`config.mk`:
```
export PLATFORM = sky130hd
export DESIGN_NAME = sigmoid_arbiter
export DESIGN_NICKNAME = d
export VERILOG_FILES = /design/src/rtl/sigmoid_arbiter.sv
export SDC_FILE = /design/constraint.sdc
export NUM_CORES = 1
export LEC_CHECK = 0
export CORE_ASPECT_RATIO = 0.75
export CORE_MARGIN = 8
export CORE_UTILIZATION = 28
export DETAILED_ROUTE_END_ITERATION = 10
export PLACE_DENSITY = 0.6
export SLEW_MARGIN = 0
export SYNTH_ARGS = -nofsm -noshare
export SYNTH_HDL_FRONTEND = slang
export SYNTH_SLANG_ARGS = --single-unit
```
`constraint.sdc`:
```
create_clock -name clk -period 3.11 [get_ports clk]
set_input_delay 0.622 -clock clk [delete_from_list [all_inputs] [get_ports clk]]
set_output_delay 0.622 -clock clk [all_outputs]
set_load 0.03 [all_outputs]
```
`src/rtl/sigmoid_arbiter.sv`:
```
// Two-neuron round-robin arbiter in front of a shared combinational sigmoid unit.
// One operation takes IDLE (accept), EVAL (capture result) and HOLD (present until consumed).
module sigmoid_arbiter #(
    parameter int DATA_WIDTH = 8
) (
    input  logic                  clk,
    input  logic                  rst_n,
    input  logic [1:0]            req_valid,
    input  logic [DATA_WIDTH-1:0] req_data0,
    input  logic [DATA_WIDTH-1:0] req_data1,
    output logic [1:0]            req_ready,
    output logic [DATA_WIDTH-1:0] sig_inp,
    input  logic [DATA_WIDTH-1:0] sig_out,
    output logic [1:0]            rsp_valid,
    output logic [DATA_WIDTH-1:0] rsp_data,
    input  logic [1:0]            rsp_ready,
    output logic                  busy,
    output logic [15:0]           op_count
);

    typedef enum logic [1:0] {
        IDLE = 2'd0,
        EVAL = 2'd1,
        HOLD = 2'd2
    } state_t;

    state_t                r_state;
    state_t                w_next_state;
    logic [DATA_WIDTH-1:0] r_operand;
    logic                  r_owner;
    logic                  r_last;
    logic [DATA_WIDTH-1:0] r_rsp_data;
    logic [1:0]            r_rsp_valid;
    logic [15:0]           r_op_count;
    logic                  w_grant;
    logic                  w_accept;
    logic                  w_handshake;

    // Round-robin pick: on contention the requester not served last wins
    always_comb begin
        w_grant = 1'b0;
        if (req_valid == 2'b11) begin
            w_grant = ~r_last;
        end else begin
            w_grant = req_valid[1];
        end
    end

    assign w_accept    = (r_state == IDLE) && (req_valid != 2'b00);
    assign w_handshake = (r_state == HOLD) && rsp_ready[r_owner];

    // Next-state and request-side handshake; req_ready only ever rises in IDLE
    always_comb begin
        w_next_state = r_state;
        req_ready    = 2'b00;
        case (r_state)
            IDLE: begin
                if (w_accept) begin
                    req_ready    = w_grant ? 2'b10 : 2'b01;
                    w_next_state = EVAL;
                end
            end
            EVAL: begin
                w_next_state = HOLD;
            end
            HOLD: begin
                if (w_handshake) begin
                    w_next_state = IDLE;
                end
            end
            default: begin
                w_next_state = IDLE;
            end
        endcase
    end

    // State register; reset discards any in-flight operation
    always_ff @(posedge clk or negedge rst_n) begin
        if (!rst_n) begin
            r_state <= IDLE;
        end else begin
            r_state <= w_next_state;
        end
    end

    // Operand capture, result capture, response release and bookkeeping
    always_ff @(posedge clk or negedge rst_n) begin
        if (!rst_n) begin
            r_operand   <= '0;
            r_owner     <= 1'b0;
            r_last      <= 1'b1;
            r_rsp_data  <= '0;
            r_rsp_valid <= 2'b00;
            r_op_count  <= 16'h0000;
        end else begin
            case (r_state)
                IDLE: begin
                    if (w_accept) begin
                        r_operand <= w_grant ? req_data1 : req_data0;
                        r_owner   <= w_grant;
                    end
                end
                EVAL: begin
                    r_rsp_data  <= sig_out;
                    r_rsp_valid <= r_owner ? 2'b10 : 2'b01;
                end
                HOLD: begin
                    if (w_handshake) begin
                        r_rsp_valid <= 2'b00;
                        r_last      <= r_owner;
                        r_op_count  <= r_op_count + 16'd1;
                    end
                end
                default: begin
                    r_rsp_valid <= 2'b00;
                end
            endcase
        end
    end

    assign sig_inp   = (r_state == IDLE) ? '0 : r_operand;
    assign busy      = (r_state != IDLE);
    assign rsp_valid = r_rsp_valid;
    assign rsp_data  = r_rsp_data;
    assign op_count  = r_op_count;

endmodule
```
# == Yosys cells after proc, flatten, opt, wreduce, memory -nomap -nowiden ==
# Index checks and enable logic that the tools add are counted.
# op_classes
add_sub_neg,1
n_lt_le_gt_ge,1
n_eq_ne,5
muxes,13
bitwise,2
reduce_logical,9
# ops
cell,n
"adder 16 x 1 -> 16 bit, second input constant",1
two-way mux 8 bit,2
two-way mux 2 bit,6
case mux 2 bit (3 select lines),2
AND reduction 2 bit,4
"== test 2 bit, second input constant",2
"!= test 2 bit, second input constant",2
nonzero test 2 bit,2
two-way mux 1 bit,3
"== test 2 x 1 -> 1 bit, second input constant",1
logical AND 1 bit,2
logical NOT 2 bit,1
"less-than comparator 1 x 2 -> 1 bit, second input constant",1
NOT 1 bit,2
# word_totals
reg_bits,38
in_bits,30
out_inout_bits,37

# == Longest topological paths before layout ==
# Gate-level depths: netlist of run 1.
# logic_depth
word_depth,5
depth_mapped,5
mapped_depth_nobuf,4

# == Worst setup path before layout of run 1 ==
# No wires, ideal clock.
# synth_timing
path_kind,register to output
start,register r_state[0]
end,output sig_inp[0]
arrival_time_ps,1098
t_required_ps,2488
path_slack_ps,1390
path_stages_with_launch,4
cell_sequence,dfrtp_1 > nor2_1 > buf_2 > nor2b_1
# synth_between
elab_chain_len,2
# synth_rtl
element,line_no,text
"start, declared",27,state_t r_state;
"start signal, assigned",82,r_state <= w_next_state;
logical NOT 2 bit,121,assign sig_inp = (r_state == IDLE) ? '0 : r_operand;
two-way mux 8 bit,121,
"end, declared",12,"output logic [DATA_WIDTH-1:0] sig_inp,"
# Every way passes these cells.

# == Final worst setup path of run 1 ==
# layout_timing
start,input req_valid[1]
end,output req_ready[0]
# layout_between
elab_chain_len,5
elab_cells_between_ends,7
cone_classes,eq/ne: 1; mux: 4; reduce/logical: 2
# layout_rtl
element,line_no,text
"start, declared",8,"input logic [1:0] req_valid,"
== test 2 bit,42,if (req_valid == 2'b11) begin
two-way mux 1 bit,42,
two-way mux 2 bit,59,req_ready = w_grant ? 2'b10 : 2'b01;
two-way mux 2 bit (*),58,if (w_accept) begin
two-way mux 2 bit (*),56,case (r_state)
"end, declared",11,"output logic [1:0] req_ready,"
# Mark *: on every way between the ends. The rest lies on a longest branch, timed or not.

==> summary.txt, run 1 <==
Status
  • Status: finished clean

Clock network
  • Bufs on Longest Clock Path: 2
  • # resized after CTS: 0
  • CTS Root Cell: clkbuf_8
  • Clock slew at the register clock pins of the worst setup and hold paths: roughly 0.07 ns
  • TritonCTS buffer count: 5
  • Clk Latency, worst-skew pair: roughly 0.28 ns
  • Setup Buffers After CTS: 0
  • CTS Sinks: 38
  • H-Tree Depth: 2
  • Post-CTS Hold Fix Bufs: 0
  • CTS tree: built

Worst setup path
  • Critical Path Fanout Max: 3
  • Critical path type: in2out
  • Crit path from: req_valid[1]
  • Reg2reg path depth: 5
  • Worst reg2reg endpoint: r_operand[2]
  • Worst setup SP type: input port
  • Setup crit end: req_ready[0]
  • Crit Reg-Reg Startpoint: r_state[0]
  • CP required: 2.49 ns
  • Worst Setup End Kind: output port
  • Worst EP arrival: slightly above 2 ns
  • R2R setup slack: between 1.5 and 2 ns

Logic synthesis
  • Post-Syn Instances: between 100 and 150
  • Synth warn: 0
  • Cell Area, Synth: approximately 0.0017 mm2
  • Synthesized area per cell: 11.8 um2
  • Sequential element share of the synthesized area: 0.547
  • Flops & latches, synth: 38
  • Distinct cells, synth: 33
  • Syn Nets: between 150 and 200

Timing
  • Setup_tns: 0 ns
  • RSZ-0062 raised after global routing: no
  • Final hold slack: approximately 0.44 ns
  • Fmax: ~370 MHz
  • Final Hold Viols: 0
  • Fin crit period: 2.67 ns
  • Slew headroom: 0.436
  • Final setup viols: 0
  • Worst clock skew: slightly above 0.007 ns
  • Final worst-path cycle share: 0.859
  • Measured slew at the worst slew-check pin: approximately 0.85 ns
  • Fin. max-slew vios: 0
  • Final WS setup: 0.438 ns

Route
  • DRC errors left: 0
  • First-pass DRT Iterations: 4
  • Per-cell routed wire length: ~14 um
  • Via density: between 4 and 5
  • Via count: 1326
  • Routed WL: a little over 4000 um
  • Final ANT Viol Nets: 0
  • Initial DRC Count: 57

Layout
  • Final core utilization: 0.423
  • Most frequent cells in the layout: 65 x clkdlybuf4s50_1, 37 x dfrtp_1, 13 x inv_1
  • Sequential cell area: 952 um2
  • Post-route insts no fill: 300
  • Multi-input gate area: 713 um2
  • Commonest non-fill, non-tap cell in the layout: clkdlybuf4s50_1
  • Area delta synth->final: 49.7%
  • Layout cells sized above 1: 0.146
  • Final net count: 250
  • Fill cells: ~600
  • ANT cells: 0

Power
  • Max IR drop VDD: about 460 uV
  • PwrDens: between 900 and 1000 mW/mm2
  • Static Leak: 1.16 nW

Floorplanning
  • FP Rows: 25
  • Initial Util: 0.282
  • Core ar.: just over 0.006 mm2
  • Die ar.: roughly 0.0090 mm2
  • Die Wd: 107 um
  • Die height: between 80 and 90 um
  • Number of I/O pins: 67

Run
  • Max-cap violations: 0

GRT
  • GRT overflow: 0
  • Initial antenna violation count: 0
  • First-pass GRT wire length: ~7100 um
  • Vias in the first global route: 1432
  • Largest net degree at the start of global routing: 39
  • Gr usage total: 0.0978

Placement
  • Final GP Congestion: 0.657
  • Port buffer count: 66
  • HPWL after DPL: 3170 um
  • Inst Count DP: between 200 and 300
  • Post-Place Worst Slack: between 0.4 and 0.5 ns

Hold path
  • HP Class: in2async
==> critical path, cell delays in order <==
cell and delay (ns):
clkdlybuf4s50_1 0.45, nand2b_1 0.08, and3_1 0.20, clkdlybuf4s50_1 0.69
==> cells in the mapped netlist (all sizes together) <==
cell    number  share of area
a21o         1         0.0050
a21oi        2         0.0058
a222oi       8          0.046
and2         1         0.0050
and2b        1         0.0050
and3         3          0.014
and4         2          0.012
buf          4          0.015
dfrtp       37           0.53
dfstp        1          0.015
ha           1         0.0072
inv         13          0.028
mux2        10          0.069
mux2i        2          0.012
nand2       12          0.026
nand2b       2         0.0072
nand3        4          0.019
nand4        5          0.030
nor2         8          0.017
nor2b        8          0.029
nor3         3         0.0086
nor4         1         0.0072
o21ai        3          0.011
xnor2        9          0.045
xor2         6          0.030
==> how the worst min path moves through the flow <==
stage                  from           end  slack (ns)  depth (start not counted)
4_1_cts               rst_n  r_operand[6]        0.47                          1
3_3_place_gp   r_operand[2]  r_operand[2]        0.46                          2
6_report              rst_n  r_operand[4]        0.44                          1
2_1_floorplan         rst_n   op_count[0]        0.33                          0
5_1_grt               rst_n  r_operand[4]        0.51                          1
3_5_place_dp   r_operand[3]  r_operand[3]        0.47                          2
==> through the flow <==
step	power, mW	instance area [um2]
floorplan	1.55	1740
global placement	2.04	2490
detailed placement	2.05	2490
CTS	2.49	2610
global route	2.62	2610
finish	2.44	2610
==> layout make-up <==
class                   instances  share of cell area
inverters                      13              0.0187
multi-input cells              92               0.274
flip-flops and latches         38               0.365
clock buffers                   6              0.0317
repair buffers                 69               0.260
clock inverters                 1              0.0115
well taps                      81              0.0389
==> layer usage <==
metal  GRT usage  vias to the layer above  part of all wire
li1            -                      662                 -
met1       0.124                      614              0.44
met2       0.134                       47              0.43
met3      0.0620                        3              0.12
met4      0.0229                        0            0.0046
met5           0                        -                 0
==> sequential cells by signal (all words and copies together) (netlist names) <==
name,count
r_last,1
r_operand,8
rsp_data,8
r_owner,1
r_state,2
op_count,16
rsp_valid,2
==> power breakdown <==
part / internal [mW] / switching [mW]
registers: 0.673 / 0.133
clock network: 0.257 / 0.162
logic: 0.557 / 0.661
==> cells by family after synthesis <==
group	after synthesis	share of synthesized area
compound gates	14	0.0676
mux	12	0.0805
xor+xnor	15	0.0755
fa+ha+maj	1	0.00719
buf+inv	17	0.0431
flops	38	0.547
simple gates	50	0.179
No activity file was read; power rests on OpenSTA's default activity.
==> run 2: changes to the inputs <==
--- a/config.mk
+++ b/config.mk
@@ -7,9 +7,9 @@
 export LEC_CHECK = 0
 export CORE_ASPECT_RATIO = 0.75
 export CORE_MARGIN = 8
-export CORE_UTILIZATION = 28
+export CORE_UTILIZATION = 45
 export DETAILED_ROUTE_END_ITERATION = 10
-export PLACE_DENSITY = 0.6
+export PLACE_DENSITY = 0.87
 export SLEW_MARGIN = 0
 export SYNTH_ARGS = -nofsm -noshare
 export SYNTH_HDL_FRONTEND = slang
==> summary.txt, run 2 (synthesis results as in run 1) <==
Status
  • Status: finished clean (unchanged)

Worst setup path
  • Critical Path Max Stage Delay: 0.67 ns (was 0.69 ns)
  • Top cell by count, worst path: clkdlybuf4s50_1 (unchanged)
  • Critical path type: in2out (unchanged)
  • Critical Path Fanout Max: 3 (unchanged)
  • Worst setup SP type: input port (unchanged)
  • Worst Setup End Kind: output port (unchanged)
  • CP required: 2.49 ns (about the same)
  • Worst-path cell with the longest stage delay: clkdlybuf4s50_1 (unchanged)
  • Worst EP arrival: 2.02 ns (was 2.05 ns)
  • Critical path cell sequence: clkdlybuf4s50_1 -> nand2b_1 -> and3_1 -> clkdlybuf4s50_1 (unchanged)

Layout
  • Max FFs per register: 16 (unchanged)
  • Most frequent cells in the layout: 65 x clkdlybuf4s50_1, 37 x dfrtp_1, 13 x inv_1 (unchanged)
  • Post-route insts no fill: 272 (was 300)
  • Fill cells: 284 (was 602)
  • ANT cells: 0 (unchanged)
  • Sequential cell area: 952 um2 (unchanged)
  • Final net count: 250 (unchanged)
  • Final Cell Area: 0.00255 mm2 (was 0.00261 mm2)
  • Multi-input gate area: 713 um2 (unchanged)
  • Commonest non-fill, non-tap cell in the layout: clkdlybuf4s50_1 (unchanged)
  • Area delta synth->final: 46.4% (was 49.7%)
  • Layout cells sized above 1: 0.145 (was 0.146)

Route
  • DRC errors left: 0 (unchanged)
  • Initial DRC Count: 65 (was 57)
  • First-pass DRT Iterations: 6 (was 4)
  • Via density: 5.05 (was 4.42)
  • Routed WL: 4130 um (was 4140 um)
  • Final ANT Viol Nets: 0 (unchanged)
  • Per-cell routed wire length: 15.2 um (was 13.8 um)
  • Via count: 1374 (was 1326)

Timing
  • Final worst-path cycle share: 0.848 (was 0.859)
  • Final hold slack: 0.422 ns (was 0.440 ns)
  • Slew headroom: 0.462 (was 0.436)
  • Final WS setup: 0.472 ns (was 0.438 ns)
  • Setup_tns: 0 ns (unchanged)
  • Fmax: 379 MHz (was 374 MHz)
  • RSZ-0062 raised after global routing: no (unchanged)
  • Final setup viols: 0 (unchanged)
  • Worst clock skew: 0.00368 ns (was 0.00721 ns)
  • Final Hold Viols: 0 (unchanged)
  • Measured slew at the worst slew-check pin: 0.806 ns (was 0.846 ns)
  • Fin. max-slew vios: 0 (unchanged)
  • Fin crit period: 2.64 ns (was 2.67 ns)

Power
  • Flop pwr share: 0.343 (was 0.330)
  • Net Sw Power: 0.954 mW (was 0.957 mW)
  • Clock power share: 0.144 (was 0.172)
  • PwrDens: 927 mW/mm2 (was 937 mW/mm2)
  • Static Leak: 1.15 nW (was 1.16 nW)
  • Gate power share: 0.513 (was 0.499)
  • Max IR drop VDD: 498 uV (was 457 uV)
  • Sw frac: 0.404 (was 0.392)
  • Int Pwr: 1.41 mW (was 1.49 mW)

Floorplanning
  • Core ar.: 0.00368 mm2 (was 0.00616 mm2)
  • Die ar.: 0.00613 mm2 (was 0.00902 mm2)
  • Die Wd: 87.8 um (was 107 um)
  • Die height: 69.9 um (was 84.3 um)
  • FP Rows: 19 (was 25)
  • Number of I/O pins: 67 (unchanged)
  • Initial Util: 0.472 (was 0.282)

GRT
  • Gr usage total: 0.146 (was 0.0978)
  • GRT overflow: 0 (unchanged)
  • Initial antenna violation count: 0 (unchanged)
  • Vias in the first global route: 1413 (was 1432)
  • Largest net degree at the start of global routing: 39 (unchanged)
  • First-pass GRT wire length: 6870 um (was 7140 um)

Clock network
  • Clk Latency, worst-skew pair: 0.29 ns (was 0.28 ns)
  • Post-CTS Hold Fix Bufs: 0 (unchanged)
  • Bufs on Longest Clock Path: 2 (unchanged)
  • Clock slew at the register clock pins of the worst setup and hold paths: 0.07 ns (about the same)
  • TritonCTS buffer count: 5 (unchanged)
  • CTS Sinks: 38 (unchanged)
  • CTS tree: built (unchanged)
  • # resized after CTS: 0 (unchanged)
  • Setup Buffers After CTS: 0 (unchanged)
  • CTS Root Cell: clkbuf_8 (unchanged)
  • H-Tree Depth: 2 (unchanged)

Run
  • Max-cap violations: 0 (unchanged)

Placement
  • Final GP Congestion: 0.747 (was 0.657)
  • Inst Count DP: 264 (was 293)
  • HPWL after DPL: 3140 um (was 3170 um)
  • Post-Place Worst Slack: 0.464 ns (was 0.450 ns)
  • Dpl cell area: 0.00246 mm2 (was 0.00249 mm2)
  • Port buffer count: 66 (unchanged)

Hold path
  • HP Class: in2async (unchanged)
run 2: final timing paths:
| check | from | endpoint | slack, ns | cells past startpoint |
|---|---|---|---|---|
| setup / recovery | req_valid[1] | req_ready[0] | 0.47 | 4 |
| hold / removal | rst_n | op_count[14] | 0.42 | 1 |
| setup reg to reg | r_state[0] | r_operand[5] | 1.53 | 6 |
| hold reg to reg | op_count[15] | op_count[15] | 0.48 | 1 |
| max in group asynchronous | rst_n | r_operand[1] | 2.18 | 1 |
| min in group clk | op_count[15] | op_count[15] | 0.48 | 1 |
run 2: stage by stage:
| step | power, mW | utilization |
|---|---|---|
| after global routing | 2.52 | 0.692 |
| after floorplan | 1.55 | - |
| after detailed placement | 2.04 | 0.667 |
| final | 2.36 | 0.692 |
| after global placement | 2.01 | 0.667 |
| after CTS | 2.39 | 0.692 |
run 2: power by group through the flow:
stage               registers, mW  clock network, mW  logic [mW]
global placement            0.809                  0        1.21
finish                      0.811              0.340        1.21
CTS                         0.810              0.354        1.23
floorplan                   0.983                  0       0.571
global route                0.838              0.376        1.30
detailed placement          0.817                  0        1.23
run 2: area by class of cell:
class | count | share of cell area
multi-input combinational | 92 | 0.280
sequential | 38 | 0.374
timing repair buffer | 69 | 0.266
clock buffer | 7 | 0.0339
clock inverter | 1 | 0.00196
inverter | 13 | 0.0191
tap | 52 | 0.0255
run 2: routing by layer:
metal / wire length [um] / up-vias / track usage
met5: 0 / - / 0
met4: 77 / 0 / 0.0684
met3: 367 / 8 / 0.0491
met2: 1990 / 52 / 0.236
met1: 1690 / 663 / 0.169
li1: - / 651 / -
run 2: worst max-delay path, delay by kind of cell:
kind | cells | cell delay [ns]
buffers and inverters | 2 | 1.13
AND/OR/NAND/NOR | 2 | 0.26
